### config.mk
export PLATFORM = sky130hd
export DESIGN_NAME = board_b_gfx_rom_arbiter
export DESIGN_NICKNAME = d
export VERILOG_FILES = /design/src/rtl/board_b_gfx_rom_arbiter.sv
export SDC_FILE = /design/constraint.sdc
export NUM_CORES = 1
export LEC_CHECK = 0
export BUFFER_PORTS_ARGS = -buffer_cell sky130_fd_sc_hd__buf_2
export CORE_MARGIN = 10
export CORE_UTILIZATION = 46
export DETAILED_ROUTE_END_ITERATION = 6
export PLACE_DENSITY = 0.76
export SLEW_MARGIN = 20
export SYNTH_ARGS = -nofsm -noshare
export SYNTH_HDL_FRONTEND = slang
export SYNTH_SLANG_ARGS = --single-unit
export TNS_END_PERCENT = 20
### constraint.sdc
create_clock -name CLK_32M -period 2 [get_ports CLK_32M]
set_input_delay 0.4 -clock CLK_32M [delete_from_list [all_inputs] [get_ports CLK_32M]]
set_output_delay 0.4 -clock CLK_32M [all_outputs]
set_load 0.005 [all_outputs]
### src/rtl/board_b_gfx_rom_arbiter.sv
// Tile-ROM fetch arbiter: collects one-shot fetch pulses from the background layer engines,
// serves them round-robin over one toggle-handshake SDRAM channel and returns each word with rdy.
module board_b_gfx_rom_arbiter #(
  parameter int                NUM_LAYERS = 3,
  parameter int                MEM_AW     = 25,
  parameter logic [MEM_AW-1:0] ROM_BASE   = '0
) (
  input  logic                     CLK_32M,
  input  logic                     RESET,
  input  logic [NUM_LAYERS-1:0]    layer_req,
  input  logic [NUM_LAYERS*21-1:0] layer_addr,
  output logic [31:0]              layer_data,
  output logic [NUM_LAYERS-1:0]    layer_rdy,
  output logic [MEM_AW-1:0]        mem_addr,
  output logic                     mem_req,
  input  logic                     mem_ack,
  input  logic [31:0]              mem_data
);

  localparam int IW = (NUM_LAYERS > 2) ? 2 : 1;

  typedef enum logic [1:0] {IDLE, BUSY, DRAIN} state_t;
  typedef logic [20:0] addr_t;

  state_t                state, state_nx;
  logic [NUM_LAYERS-1:0] pend, pend_nx;
  addr_t                 slot_addr    [NUM_LAYERS];
  addr_t                 slot_addr_nx [NUM_LAYERS];
  logic [IW-1:0]         rr, rr_nx;
  logic [IW-1:0]         cur, cur_nx;
  logic [IW-1:0]         win;
  logic [IW:0]           cand;
  logic                  win_found;
  logic [MEM_AW-1:0]     mem_addr_nx;
  logic                  mem_req_nx;
  logic [31:0]           layer_data_nx;
  logic [NUM_LAYERS-1:0] layer_rdy_nx;
  logic                  xfer_done;

  assign xfer_done = (mem_ack == mem_req);

  // Winner is the first registered pending slot at or after rr, wrapping modulo NUM_LAYERS.
  always_comb begin
    win       = '0;
    win_found = 1'b0;
    cand      = '0;
    for (int k = 0; k < NUM_LAYERS; k++) begin
      cand = {1'b0, rr} + (IW+1)'(k);
      if (cand >= (IW+1)'(NUM_LAYERS)) cand = cand - (IW+1)'(NUM_LAYERS);
      if (!win_found && pend[cand[IW-1:0]]) begin
        win       = cand[IW-1:0];
        win_found = 1'b1;
      end
    end
  end

  always_comb begin
    // NOTE: every signal written here gets a default first, so no path can infer a latch.
    state_nx      = state;
    pend_nx       = pend;
    slot_addr_nx  = slot_addr;
    rr_nx         = rr;
    cur_nx        = cur;
    mem_addr_nx   = mem_addr;
    mem_req_nx    = mem_req;
    layer_data_nx = layer_data;
    layer_rdy_nx  = '0;

    unique case (state)
      IDLE: begin
        if (win_found) begin
          mem_addr_nx   = MEM_AW'(slot_addr[win]) + ROM_BASE;
          mem_req_nx    = ~mem_req;
          pend_nx[win]  = 1'b0;
          cur_nx        = win;
          rr_nx         = (win == IW'(NUM_LAYERS-1)) ? '0 : win + IW'(1);
          state_nx      = BUSY;
        end
      end
      BUSY: begin
        if (xfer_done) begin
          layer_data_nx     = mem_data;
          layer_rdy_nx[cur] = 1'b1;
          state_nx          = IDLE;
        end
      end
      DRAIN: begin
        if (xfer_done) state_nx = IDLE;
      end
      default: state_nx = IDLE;
    endcase

    // New requests land after the grant, so a req on the granted slot becomes a fresh pending fetch.
    for (int i = 0; i < NUM_LAYERS; i++) begin
      if (layer_req[i]) begin
        pend_nx[i]      = 1'b1;
        slot_addr_nx[i] = layer_addr[21*i +: 21];
      end
    end
  end

  // NOTE: sequential state uses non-blocking assignments so every flop samples pre-edge values.
  always_ff @(posedge CLK_32M) begin
    if (RESET) begin
      state      <= (mem_req != mem_ack) ? DRAIN : IDLE;
      pend       <= '0;
      rr         <= '0;
      cur        <= '0;
      mem_addr   <= '0;
      layer_data <= '0;
      layer_rdy  <= '0;
      // NOTE: the slot array is cleared too so no stale address survives reset into a later fetch.
      for (int i = 0; i < NUM_LAYERS; i++) slot_addr[i] <= '0;
    end else begin
      state      <= state_nx;
      pend       <= pend_nx;
      slot_addr  <= slot_addr_nx;
      rr         <= rr_nx;
      cur        <= cur_nx;
      mem_addr   <= mem_addr_nx;
      layer_data <= layer_data_nx;
      layer_rdy  <= layer_rdy_nx;
    end
  end

  // mem_req keeps its level through reset; an in-flight request is drained, never re-issued.
  always_ff @(posedge CLK_32M) begin
    if (!RESET) mem_req <= mem_req_nx;
  end

endmodule

==> flow_metrics.env, run 1 <==
export IMPL_pwr_density_cell_mw_per_mm2=1270
export IMPL_num_vias=4518
export IMPL_worstMarginPinSlew_ns=0.726
export IMPL_finClkSkew_ns=0.00686
export IMPL_fin_crit_ns=2.16
export IMPL_dp_cells=827
export IMPL_path_clk_slew_ns=0.06
export IMPL_startpoint_type="flip-flop"
export IMPL_grt_pass1_vias=4556
export IMPL_syn_area_mm2=0.00523
export IMPL_dp_slack_ns=-0.419
export IMPL_cts_hold_buf=0
export IMPL_setup_viol=23
export IMPL_drc=0
export IMPL_numCtsBuffers=17
export IMPL_crit_chain="inv_4, ha_4, nand3b_1, o21a_4, a311oi_4, o211ai_2, buf_12, nor2_1, a221o_1"
export IMPL_path_max_fanout=12
export IMPL_dp_final_hpwl_mm=10.4
export IMPL_ys_seq_area_frac=0.500
export IMPL_die_y_um=127
export IMPL_grt_antenna_before_repair=0
export IMPL_cts_root_buffer_cell="clkbuf_16"
export IMPL_num_antenna_cells=0
export IMPL_grt_pass1_wl_mm=23.2
export IMPL_r2r_slack_ns=-0.16
export IMPL_power_mw=9.05
export IMPL_r2r_end="mem_addr[3]$_SDFFE_PP0P_"
export IMPL_cp_end_kind="flip-flop"
export IMPL_holdPathEnd="slot_addr[22]$_SDFFE_PP0P_"
export IMPL_cts_tree="done"
export IMPL_syn_inst=540
export IMPL_path_class="reg -> reg"
export IMPL_ios=162
export IMPL_violations="negative setup slack"
export IMPL_grt_start_max_net_pins=33
export IMPL_drv_slew=0
export IMPL_grt_total_usage=0.175
export IMPL_avgSynthCellArea_um2=9.68
export IMPL_fin_nets=825
export IMPL_whs_ns=0.225
export IMPL_rsz0062_at_grt="yes"
export IMPL_hold_start="layer_addr[22]"
export IMPL_holdPathStages=3
export IMPL_hold_viol=0
export IMPL_die_x_um=127
export IMPL_gp_congestion=0.847
export IMPL_tns_ns=-2.96
export IMPL_drt_iter0_markers=214
export IMPL_setup_ws_ns=-0.162
export IMPL_vias_per_cell=5.19
export IMPL_p_leak_nw=3.37
export IMPL_critPathSlowestCell="dfxtp_4"
export IMPL_cp_arrival_ns=2.52
export IMPL_die_area_mm2=0.0160
export IMPL_dr_pass1_iters=6
export IMPL_r2r_start="rr[0]$_SDFFE_PP0P_"
export IMPL_wl_mm=14.6
export IMPL_cts_htree_levels=4
export IMPL_ys_warnings_count=0
export IMPL_instances_no_fill=871
export IMPL_slowest_delay_ns=0.39
export IMPL_synth_main_ff_cell="dfxtp_1"
export IMPL_layout_common_cells="buf_2 (157), dfxtp_1 (124), nor2_1 (89), mux2i_1 (80), nand2_1 (72)"
export IMPL_hold_class="in -> reg"
export IMPL_relSlewSlack=0.516
export IMPL_maxClockFrequency_mhz=462
export IMPL_fin_crit_sh=1.08
export IMPL_io_buffers=157
export IMPL_layout_drive_gt1_share=0.360
export IMPL_outcome="finished, violations left"
export IMPL_required_ns=2.35
export IMPL_crit_start="rr[0]$_SDFFE_PP0P_"
export IMPL_num_rows=38
export IMPL_layout_commonest_cell="buf_2"
export IMPL_avgRoutedWirePerCell_um=16.8
export IMPL_ys_ff_latch=129
export IMPL_synth_edf_count=3
export IMPL_clockBufferDepth=2
export IMPL_ant_nets=0
export IMPL_design_area_mm2=0.00715
export IMPL_clk_latency_ns=0.41
export IMPL_clock_sinks=129
export IMPL_async_flop_share=0
export IMPL_area_growth_syn_to_layout_pct=36.8
export IMPL_peakVddDrop_mv=0.688
export IMPL_synth_cell_types=45
export IMPL_initial_core_util=0.476
export IMPL_core_area_mm2=0.0110
export IMPL_fin_util=0.651
export IMPL_placed_area_mm2=0.00630
export IMPL_maxCapViolCount=0
export IMPL_grt_overflow=0
export IMPL_ff2ff_path_depth=9
final cells by class:
class,instances,area [um2]
well taps,140,175
multi-input cells,366,2510
fillers,894,3830
repair buffers,198,1190
clock buffers,24,523
inverters,6,27.5
flip-flops and latches,129,2620
clock inverters,8,97.6
repair_timing:
| item | in CTS | in global routing |
|---|---|---|
| buffers inserted | 10 | 3 |
| pin swaps | 5 | 11 |
| cloned | 1 | 1 |
| endpoints found under the setup margin | 26 | 28 |
| resized for setup | 21 | 19 |
where the power goes:
part | total, mW | internal (mW) | switching, mW
Clock | 3.14 | 2.07 | 1.07
Combinational | 2.76 | 1.35 | 1.41
Sequential | 3.15 | 2.93 | 0.222
Total | 9.05 | 6.35 | 2.71
how the worst max path moves through the flow:
stage,end,slack (ns)
after floorplan,mem_addr[10]$_SDFFE_PP0P_,-0.13
after global placement,mem_addr[3]$_SDFFE_PP0P_,-0.35
after detailed placement,mem_addr[19]$_SDFFE_PP0P_,-0.42
after CTS,mem_addr[5]$_SDFFE_PP0P_,-0.18
after global routing,mem_addr[19]$_SDFFE_PP0P_,-0.26
final,mem_addr[3]$_SDFFE_PP0P_,-0.16
worst max-delay path, delay by kind of cell (launching register included):
family | cells | cell delay, ns
AO/OA/AOI/OAI | 4 | 0.86
flip-flops | 1 | 0.39
AND/OR/NAND/NOR | 2 | 0.34
adder cells (fa/ha/maj) | 1 | 0.28
buffers and inverters | 2 | 0.24
Yosys cell counts (2+ instances only):
| master | number | area share |
|---|---|---|
| a221o_1 | 21 | 0.040 |
| nor2_1 | 91 | 0.065 |
| nor4b_1 | 2 | 0.0034 |
| and2_1 | 2 | 0.0024 |
| nor3b_1 | 2 | 0.0029 |
| buf_1 | 8 | 0.0057 |
| nand3_1 | 2 | 0.0019 |
| a21oi_1 | 37 | 0.035 |
| nand4b_1 | 2 | 0.0034 |
| o21a_1 | 3 | 0.0043 |
| mux2i_1 | 86 | 0.16 |
| nor2b_1 | 3 | 0.0036 |
| nor3_1 | 3 | 0.0029 |
| ha_1 | 6 | 0.014 |
| nand2_1 | 73 | 0.052 |
| buf_4 | 5 | 0.0072 |
| nand3b_1 | 2 | 0.0029 |
| dfxtp_1 | 126 | 0.48 |
| o21a_2 | 2 | 0.0034 |
| inv_1 | 6 | 0.0043 |
| o21ai_0 | 5 | 0.0048 |
| buf_6 | 5 | 0.011 |
| edfxtp_1 | 3 | 0.017 |
| buf_2 | 5 | 0.0048 |
| clkbuf_1 | 20 | 0.014 |
state kept, by name, summed over array words and instances, names as in the netlist:
name / count
cur: 2
layer_data: 32
layer_rdy: 3
mem_addr: 21
mem_req: 1
pend: 3
rr: 2
slot_addr: 63
state: 2
cell families after synthesis:
group | after synthesis | share of synthesized area
AND/OR/NAND/NOR | 188 | 0.150
multiplexers | 88 | 0.171
XOR/XNOR | 2 | 0.00335
adder cells (fa/ha/maj) | 6 | 0.0144
other | 1 | 0.000718
buffers and inverters | 49 | 0.0472
AO/OA/AOI/OAI | 77 | 0.113
flip-flops | 129 | 0.500
layer usage:
metal  vias up  global-route usage  share of wire
li1       2202                   -              -
met1      2122               0.208           0.43
met2       179               0.286           0.47
met3        15              0.0600          0.084
met4         0              0.0676          0.013
met5         -                   0              0
Note: power is estimated with default switching activity, not from simulation.
==> run 2: changes to the inputs <==
BUFFER_PORTS_ARGS = unset   (was -buffer_cell sky130_fd_sc_hd__buf_2)
CORE_UTILIZATION = 56   (was 46)
DONT_BUFFER_PORTS = 1   (was unset)
GPL_ROUTABILITY_DRIVEN = 0   (was unset)
PLACE_DENSITY = 0.74   (was 0.76)
==> run 2 against run 1 <==
  * The run still ends with negative setup slack left
  * Cell area shrank 10%
  * Worst hold slack lost 0.21 ns
  * First-iteration DRC count grew 46%
==> flow_metrics.env, run 2 (synthesis gave the netlist of run 1 again) <==
export IMPL_num_rows=35
export IMPL_setup_viol=25
export IMPL_dp_slack_ns=-0.582
export IMPL_maxClockFrequency_mhz=435
export IMPL_drt_iter0_markers=313
export IMPL_largest_reg_flops=63
export IMPL_num_antenna_cells=0
export IMPL_p_leak_nw=2.74
export IMPL_clk_latency_ns=0.51
export IMPL_dr_pass1_iters=5
export IMPL_top_regs="slot_addr (63), layer_data (32), mem_addr (21)"
export IMPL_wl_mm=13.7
export IMPL_grt_overflow=0
export IMPL_drv_slew=0
export IMPL_placed_area_mm2=0.00540
export IMPL_num_vias=4057
export IMPL_peakVddDrop_mv=0.669
export IMPL_seqPwrFrac=0.372
export IMPL_dp_final_hpwl_mm=9.38
export IMPL_die_area_mm2=0.0136
export IMPL_hold_class="in -> reg"
export IMPL_path_clk_slew_ns=0.06
export IMPL_violations="negative setup slack"
export IMPL_internal_power_mw=6.04
export IMPL_grt_total_usage=0.198
export IMPL_regMostFlops="slot_addr"
export IMPL_fin_crit_sh=1.15
export IMPL_cp_arrival_ns=2.69
export IMPL_grt_pass1_vias=4084
export IMPL_r2r_start="rr[1]$_SDFFE_PP0P_"
export IMPL_path_class="reg -> reg"
export IMPL_worstMarginPinSlew_ns=0.569
export IMPL_grt_pass1_wl_mm=21.2
export IMPL_clkPwrFrac=0.358
export IMPL_cp_end_kind="flip-flop"
export IMPL_switching_power_mw=2.62
export IMPL_rsz0062_at_grt="yes"
export IMPL_hold_start="mem_data[15]"
export IMPL_finClkSkew_ns=0.0134
export IMPL_sw_frac_of_total=0.303
export IMPL_cts_root_buffer_cell="clkbuf_8"
export IMPL_setup_ws_ns=-0.298
export IMPL_design_area_mm2=0.00642
export IMPL_startpoint_type="flip-flop"
export IMPL_io_buffers=0
export IMPL_core_area_mm2=0.00915
export IMPL_cts_htree_levels=4
export IMPL_fin_nets=682
export IMPL_clock_sinks=129
export IMPL_numCtsBuffers=17
export IMPL_area_growth_syn_to_layout_pct=22.8
export IMPL_pwr_density_cell_mw_per_mm2=1350
export IMPL_drc=0
export IMPL_vias_per_cell=5.80
export IMPL_ant_nets=0
export IMPL_holdPathStages=2
export IMPL_die_y_um=117
export IMPL_path_max_fanout=8
export IMPL_instances_no_fill=699
export IMPL_power_mw=8.66
export IMPL_layout_commonest_cell="dfxtp_1"
export IMPL_outcome="finished, violations left"
export IMPL_combPwrFrac=0.270
export IMPL_fin_crit_ns=2.30
export IMPL_hold_viol=0
export IMPL_required_ns=2.40
export IMPL_layout_common_cells="dfxtp_1 (124), nor2_1 (89), mux2i_1 (81), nand2_1 (72), a21oi_1 (37)"
export IMPL_crit_start="rr[1]$_SDFFE_PP0P_"
export IMPL_layout_drive_gt1_share=0.167
export IMPL_dp_cells=640
export IMPL_grt_antenna_before_repair=0
export IMPL_maxCapViolCount=0
export IMPL_relSlewSlack=0.619
export IMPL_ios=162
export IMPL_avgRoutedWirePerCell_um=19.6
export IMPL_grt_start_max_net_pins=88
export IMPL_die_x_um=117
export IMPL_cts_tree="done"
export IMPL_clockBufferDepth=2
export IMPL_initial_core_util=0.571
export IMPL_ff2ff_path_depth=10
## run 2: cell types whose count changed in the layout (fill, tap and decap cells not counted), moves of 3 or more
| cell | previous run | this run |
|---|---|---|
| o21a_2 | 0 | 3 |
| dlygate4sd3_1 | 0 | 18 |
| buf_2 | 157 | 0 |
| clkinv_2 | 3 | 0 |
| clkinv_4 | 0 | 4 |
| buf_12 | 6 | 1 |
## run 2: layer usage
metal  global-route usage  share of wire
met5                    0              0
met4               0.0577          0.013
met3               0.0971           0.12
met2                0.332           0.48
met1                0.218           0.39
## run 2: power groups by stage
stage | Sequential, mW | Combinational (mW) | Clock, mW
after floorplan | 3.16 | 1.50 | 0
after global placement | 3.25 | 1.88 | 0
after detailed placement | 3.26 | 1.97 | 0
after CTS | 3.22 | 2.28 | 3.15
after global routing | 3.26 | 2.54 | 3.29
final | 3.22 | 2.34 | 3.10
## run 2: path summary, 6_finish.rpt
kind,slack [ns],end
worst max-delay path,-0.30,mem_addr[17]$_SDFFE_PP0P_
worst min-delay path,0.02,layer_data[15]$_SDFFE_PP0P_
worst max register to register,-0.30,mem_addr[17]$_SDFFE_PP0P_
worst min register to register,0.46,layer_rdy[0]$_SDFF_PP0_
## run 2: repair_timing
action,in CTS,in global routing
hold buffers,19,0
gates resized for setup,20,12
setup buffers,5,1
setup endpoints to repair,27,31
hold endpoints to repair,105,0
cloned,2,0
pin swaps,7,5
## run 2: cell type report
cell class	instances	area, um2
timing repair buffer	55	531
multi-input combinational	366	2490
sequential	129	2620
inverter	6	25.0
clock inverter	9	120
clock buffer	23	488
tap	111	139
fill	668	2740
## run 2: worst max-delay path, stage by stage, from the launching register on
cell     delay [ns]
dfxtp_4        0.37
inv_2          0.06
ha_4           0.18
mux2i_2        0.17
o21a_2         0.24
buf_6          0.14
a22oi_4        0.26
buf_6          0.21
mux2i_1        0.24
nor2_1         0.07
a221o_1        0.25
## run 2: metrics by stage
stage,setup TNS [ns],util,hold slack [ns]
after floorplan,-2.56,-,0.437
after global placement,-16.10,0.589,0.452
after detailed placement,-12.71,0.590,0.456
after CTS,-5.47,0.697,0.00781
after global routing,-7.87,0.701,0.00353
final,-5.68,0.701,0.0182
